==> config.mk <==
export PLATFORM = sky130hd
export DESIGN_NAME = ikbd_link
export DESIGN_NICKNAME = d
export VERILOG_FILES = /design/src/rtl/ikbd_link.sv
export SDC_FILE = /design/constraint.sdc
export NUM_CORES = 1
export LEC_CHECK = 0
export ABC_CLOCK_PERIOD_IN_PS = 7500
export BUFFER_PORTS_ARGS = -buffer_cell sky130_fd_sc_hd__buf_2
export CORE_UTILIZATION = 45
export DETAILED_ROUTE_END_ITERATION = 6
export SLEW_MARGIN = 40
export SYNTH_ARGS = -nofsm -noshare
export SYNTH_HDL_FRONTEND = slang
export SYNTH_SLANG_ARGS = --single-unit
==> constraint.sdc <==
create_clock -name clk -period 7.5 [get_ports clk]
set_input_delay 1.125 -clock clk [delete_from_list [all_inputs] [get_ports clk]]
set_output_delay 1.125 -clock clk [all_outputs]
set_load 0.05 [all_outputs]
==> src/rtl/ikbd_link.sv <==
// IKBD serial link: 8N1 transmitter and receiver, each buffered by a small FIFO.
// state | meaning: IDLE line idle | START start bit | DATA 8 bits LSB first | STOP stop bit
module ikbd_link #(
  parameter int TICK_DIV       = 64,
  parameter int FIFO_ADDR_BITS = 4
) (
  input  logic       clk,
  input  logic       reset_n,
  input  logic       tx_strobe,
  input  logic [7:0] tx_data,
  output logic       tx_full,
  output logic       serial_out,
  input  logic       serial_in,
  output logic       rx_available,
  output logic [7:0] rx_data,
  input  logic       rx_strobe,
  output logic       rx_frame_err,
  output logic       rx_overrun,
  input  logic       err_clear
);
  localparam int TW    = (TICK_DIV > 1) ? $clog2(TICK_DIV) : 1;
  localparam int AW    = FIFO_ADDR_BITS;
  localparam int DEPTH = 1 << AW;

  localparam logic [1:0] S_IDLE  = 2'd0;
  localparam logic [1:0] S_START = 2'd1;
  localparam logic [1:0] S_DATA  = 2'd2;
  localparam logic [1:0] S_STOP  = 2'd3;

  logic [TW-1:0] tick_cnt;
  logic          tick;
  logic          tx_s1, tx_s2, rx_s1, rx_s2, sin_s1, sin_s2;
  logic          tx_evt, rx_evt;

  assign tick = (tick_cnt == TW'(TICK_DIV - 1));

  always_ff @(posedge clk or negedge reset_n) begin
    if (!reset_n) begin
      tick_cnt <= '0;
      tx_s1 <= 1'b0; tx_s2 <= 1'b0;
      rx_s1 <= 1'b0; rx_s2 <= 1'b0;
      sin_s1 <= 1'b0; sin_s2 <= 1'b0;
    end else begin
      tick_cnt <= tick ? '0 : tick_cnt + TW'(1);
      tx_s1 <= tx_strobe; tx_s2 <= tx_s1;
      rx_s1 <= rx_strobe; rx_s2 <= rx_s1;
      sin_s1 <= serial_in; sin_s2 <= sin_s1;
    end
  end

  assign tx_evt = tx_s1 & ~tx_s2;
  assign rx_evt = rx_s1 & ~rx_s2;

  // ---------------- transmit path ----------------
  logic [7:0]  tx_mem [DEPTH];
  logic [AW:0] tx_wptr, tx_rptr;
  logic        tx_empty, tx_push, tx_load;
  logic [1:0]  tx_state;
  logic [3:0]  tx_tcnt;
  logic [2:0]  tx_bit;
  logic [7:0]  tx_shift;

  assign tx_empty = (tx_wptr == tx_rptr);
  assign tx_full  = (tx_wptr[AW] != tx_rptr[AW]) && (tx_wptr[AW-1:0] == tx_rptr[AW-1:0]);
  assign tx_push  = tx_evt & ~tx_full;
  // A new byte is taken either from idle or straight off the end of a stop bit.
  assign tx_load  = tick & ~tx_empty &
                    ((tx_state == S_IDLE) || (tx_state == S_STOP && tx_tcnt == 4'd0));

  always_ff @(posedge clk) begin
    if (tx_push) tx_mem[tx_wptr[AW-1:0]] <= tx_data;
  end

  always_ff @(posedge clk or negedge reset_n) begin
    if (!reset_n) begin
      tx_wptr  <= '0;
      tx_rptr  <= '0;
      tx_state <= S_IDLE;
      tx_tcnt  <= 4'd0;
      tx_bit   <= 3'd0;
      tx_shift <= 8'd0;
    end else begin
      if (tx_push) tx_wptr <= tx_wptr + 1'b1;
      if (tx_load) begin
        tx_rptr  <= tx_rptr + 1'b1;
        tx_shift <= tx_mem[tx_rptr[AW-1:0]];
        tx_state <= S_START;
        tx_tcnt  <= 4'd15;
      end else if (tick) begin
        case (tx_state)
          S_START: begin
            tx_tcnt <= tx_tcnt - 4'd1;
            if (tx_tcnt == 4'd0) begin
              tx_state <= S_DATA;
              tx_bit   <= 3'd0;
            end
          end
          S_DATA: begin
            tx_tcnt <= tx_tcnt - 4'd1;
            if (tx_tcnt == 4'd0) begin
              tx_shift <= {1'b0, tx_shift[7:1]};
              if (tx_bit == 3'd7) tx_state <= S_STOP;
              else tx_bit <= tx_bit + 3'd1;
            end
          end
          S_STOP: begin
            tx_tcnt <= tx_tcnt - 4'd1;
            if (tx_tcnt == 4'd0) tx_state <= S_IDLE;
          end
          default: tx_state <= S_IDLE;
        endcase
      end
    end
  end

  assign serial_out = (tx_state == S_START) ? 1'b0 :
                      (tx_state == S_DATA)  ? tx_shift[0] : 1'b1;

  // ---------------- receive path ----------------
  logic [7:0]  rx_mem [DEPTH];
  logic [AW:0] rx_wptr, rx_rptr;
  logic        rx_empty, rx_full, rx_push, rx_pop, rx_stop_smp;
  logic [3:0]  rx_filt_sr, rx_filt_nxt;
  logic        rx_filt;
  logic [1:0]  rx_state;
  logic [3:0]  rx_tcnt;
  logic [2:0]  rx_bit;
  logic [7:0]  rx_shift;

  assign rx_empty     = (rx_wptr == rx_rptr);
  assign rx_full      = (rx_wptr[AW] != rx_rptr[AW]) && (rx_wptr[AW-1:0] == rx_rptr[AW-1:0]);
  assign rx_filt_nxt  = {rx_filt_sr[2:0], sin_s2};
  assign rx_stop_smp  = tick && (rx_state == S_STOP) && (rx_tcnt == 4'd0);
  assign rx_push      = rx_stop_smp & rx_filt & ~rx_full;
  assign rx_pop       = rx_evt & ~rx_empty;
  assign rx_available = ~rx_empty;
  assign rx_data      = rx_mem[rx_rptr[AW-1:0]];

  always_ff @(posedge clk) begin
    if (rx_push) rx_mem[rx_wptr[AW-1:0]] <= rx_shift;
  end

  always_ff @(posedge clk or negedge reset_n) begin
    if (!reset_n) begin
      rx_wptr      <= '0;
      rx_rptr      <= '0;
      rx_filt_sr   <= 4'b1111;
      rx_filt      <= 1'b1;
      rx_state     <= S_IDLE;
      rx_tcnt      <= 4'd0;
      rx_bit       <= 3'd0;
      rx_shift     <= 8'd0;
      rx_frame_err <= 1'b0;
      rx_overrun   <= 1'b0;
    end else begin
      if (rx_push) rx_wptr <= rx_wptr + 1'b1;
      if (rx_pop)  rx_rptr <= rx_rptr + 1'b1;
      if (err_clear) begin
        rx_frame_err <= 1'b0;
        rx_overrun   <= 1'b0;
      end else begin
        if (rx_stop_smp && !rx_filt)           rx_frame_err <= 1'b1;
        if (rx_stop_smp && rx_filt && rx_full) rx_overrun   <= 1'b1;
      end
      if (tick) begin
        rx_filt_sr <= rx_filt_nxt;
        if (rx_filt_nxt == 4'b0000)      rx_filt <= 1'b0;
        else if (rx_filt_nxt == 4'b1111) rx_filt <= 1'b1;
        case (rx_state)
          S_IDLE: begin
            if (!rx_filt) begin
              rx_state <= S_START;
              rx_tcnt  <= 4'd7;
            end
          end
          S_START: begin
            rx_tcnt <= rx_tcnt - 4'd1;
            if (rx_tcnt == 4'd0) begin
              rx_state <= rx_filt ? S_IDLE : S_DATA;
              rx_bit   <= 3'd0;
            end
          end
          S_DATA: begin
            rx_tcnt <= rx_tcnt - 4'd1;
            if (rx_tcnt == 4'd0) begin
              rx_shift <= {rx_filt, rx_shift[7:1]};
              if (rx_bit == 3'd7) rx_state <= S_STOP;
              else rx_bit <= rx_bit + 3'd1;
            end
          end
          S_STOP: begin
            rx_tcnt <= rx_tcnt - 4'd1;
            if (rx_tcnt == 4'd0) rx_state <= S_IDLE;
          end
          default: rx_state <= S_IDLE;
        endcase
      end
    end
  end

endmodule

==> flow_summary.yaml <==
sta:
  hold_viol_final: 0
  tightest_slew_ps: 780.7
  fin_crit_ps: 3889
  max_slew_margin: 0.4795
  holdWs_ps: 344.9
  setup_viol: 0
  skew_ps: 22.16
  finalSetupTns_ps: 0
  fin_crit_sh: 0.5185
  fmax_mhz: 257.2
  rsz0062_at_grt: "false"
  slew_viol_final: 0
logic_synthesis:
  netlist_area_sq_um: 13440
  yosys.area.top_type: "edfxtp_1"
  synthMuxAreaShare: 0.1324
  ys_ff_latch: 328
  avgSynthCellArea_sq_um: 17.78
  synthSimpleGateAreaFrac: 0.05901
  synth_fp_nets: 793
  ys_warn_count: 0
  synth_top_family_by_area: "multiplexers"
  synth-xor-area-share: 0.02085
  async_flop_share: 0.2195
  ys_types: 55
  yosysSeqAreaShare: 0.7063
  ys_dominant_reg_cell: "edfxtp_1"
  synth.top_cells.by_area: "edfxtp_1 (57%), dfrtp_1 (13%), mux4_2 (11%)"
  synth_compound_area_frac: 0.04030
  yosys.area_share.adder: 0.02141
  syn_inst: 756
  synth_top_area_share: 0.5719
  synth-edff-count: 256
placed_design:
  portBuffers: 26
  place_inst: 1137
  place.detailed.hpwl_um: 16630
  routabilityCongestion: 0.7926
pwr:
  ir_drop_mv: 0.1613
  p_seq_frac: 0.525
  powerDensity_nw_per_um2: 256.3
  swShare: 0.2071
  p_int_mw: 3.072
  combPwrFrac: 0.036
  p_leak_nw: 4.890
  clockPowerShare: 0.439
  p_switching_uw: 802.5
cts:
  cts_resized: 0
  clk_pin_slew_ps: 60
  htree_levels: 2
  ctsHoldBuffers: 0
  clock_latency_ps: 510
  post-cts-setup-buffer-count: 0
  clk_path_buf_depth: 3
  cts.sinks: 328
  cts_made_buffers: 36
  cts_tree: "yes"
  cts_root_buf: "clkbuf_16"
setup_path:
  endpoint_kind: "primary output"
  cp-startpoint: "rx_rptr[0]"
  r2r_start: "rx_rptr[0]"
  required_ps: 6380
  path_class: "register to primary output"
  cp_max_fo: 36
  startpoint_type: "register"
  crit_arrival_ps: 2760
floorplanning:
  initial_core_util: 0.4633
  num_io_pins: 27
  coreArea_sq_um: 29010
  rows: 62
  die_y_um: 174.8
  die_w_um: 174.8
  dieArea_sq_um: 30570
routing:
  routed_wl_um: 26430
  detail-route-antenna-nets: 0
  dr_total_vias: 6802
  drtIter0Drc: 613
  drt-pass1-iter-count: 5
  drc: 0
  wire_per_inst_um: 21.99
  vias_per_cell: 5.659
layout:
  stdcell_count: 1202
  final-seq-area_sq_um: 9499
  syn2layout_area_growth_pct: 12.43
  multi_input_area_sq_um: 3724
  diodes: 0
  nets: 828
  drive_above_1_share: 0.2323
  n_fill_cell: 2315
grt:
  grt_use_total: 0.1790
  grt_overflow: 0
  grt_max_degree: 73
  grt_first_pass_wirelength_um: 41160
  first_global_vias: 7102
  antenna_found_initial: 0
status:
  status: "finished clean"
hold_path:
  hold_start: "sin_s1"
  hp-class: "register to register"
job:
  cap_viol_max_count: 0
## flip-flops by register name (all words and copies together) (netlist names), 4 cells and up, named ones only
signal	count
tx_rptr	5
rx_wptr	5
tx_wptr	5
rx_tcnt	4
rx_shift	8
rx_mem	128
tx_tcnt	4
rx_rptr	5
tick_cnt	6
tx_mem	128
tx_shift	8
## layer usage
layer,vias up,wire length (um),GRT usage
met3,40,1400,0.03307
met4,0,571,0.05580
met1,3543,11910,0.2544
li1,3033,-,-
met2,186,12550,0.2816
met5,-,0,0
## per-stage QoR
step / setup slack, ps / util / cell area, sq um / power (mW)
floorplan: 4533 / - / 13440 / 2.151
global placement: 3882 / 0.4796 / 13910 / 2.199
detailed placement: 4135 / 0.4804 / 13940 / 2.208
CTS: 3577 / 0.5202 / 15090 / 3.907
global route: 3474 / 0.5210 / 15110 / 3.995
finish: 3611 / 0.5210 / 15110 / 3.874
## critical path, stage by stage (launching register included)
cell     delay [ps]
dfrtp_4         870
mux4_2          580
mux4_2          520
buf_2           240
## area by class of cell
cell class                      instances  area share
Multi-Input combinational cell        373      0.2464
Tap cell                              384     0.03179
Sequential cell                       328      0.6285
Clock inverter                         21     0.01200
Clock buffer                           44     0.06440
Timing Repair Buffer                   32     0.01200
Inverter                               20    0.004967
## kinds of logic (layout without fill, tap and decap cells)
family,count (synthesis),count (layout)
AOI/OAI and AO/OA,79,79
buffers and inverters,55,117
DFF,328,328
xor gates and xnor gates,32,32
muxes,95,95
adders and majority gates,23,23
and+or+nand+nor,144,144
## Yosys cell counts (3+ instances only)
library cell and instances:
a21oi_1 14, a221oi_1 7, a22oi_1 10, a311oi_1 3, a31oi_1 3, and2_1 5
and3_1 18, and3b_1 4, and4_1 5, buf_2 8, buf_4 9, clkbuf_1 14
dfrtp_1 68, dfstp_2 4, edfxtp_1 256, ha_1 23, inv_1 20, mux2_2 13
mux2i_1 17, mux4_2 65, nand2_1 38, nand2b_1 5, nand3_1 7, nand4_1 5
nor2_1 31, nor2b_1 4, nor3_1 9, o21ai_0 25, o22ai_1 5, xnor2_1 16
xor2_1 16
## worst paths after layout
kind                                 to  depth (start not counted)  slack, ps
max                          rx_data[2]                          3       3610
min                              sin_s2                          0        340
max reg2reg                rx_mem[2][2]                          5       4570
min reg2reg                      sin_s2                          0        340
max in group asynchronous    rx_rptr[0]                          1       6320
min in group asynchronous   tick_cnt[4]                          1        630
## layout by cell type (no fill, tap or decap), types with 7 or more instances in the layout
master,count
a22oi_1,10
nor2_2,12
nor3_1,8
nand3_1,7
a221oi_1,7
mux2_2,13
clkinv_1,10
nor2_1,20
ha_1,23
inv_1,20
dfrtp_1,66
nand2_1,38
clkbuf_16,38
xnor2_1,16
buf_2,25
edfxtp_1,256
mux2i_1,17
o21ai_0,25
mux4_2,65
xor2_1,16
a21oi_1,14
and3_1,18
## power by group through the flow
stage | Combinational [mW] | Clock [mW] | Sequential, mW
final | 0.139 | 1.70 | 2.03
after global routing | 0.154 | 1.80 | 2.04
after CTS | 0.140 | 1.73 | 2.03
after detailed placement | 0.138 | 0 | 2.07
after global placement | 0.132 | 0 | 2.07
after floorplan | 0.0974 | 0 | 2.05
Note: power is estimated with default switching activity, not from simulation.
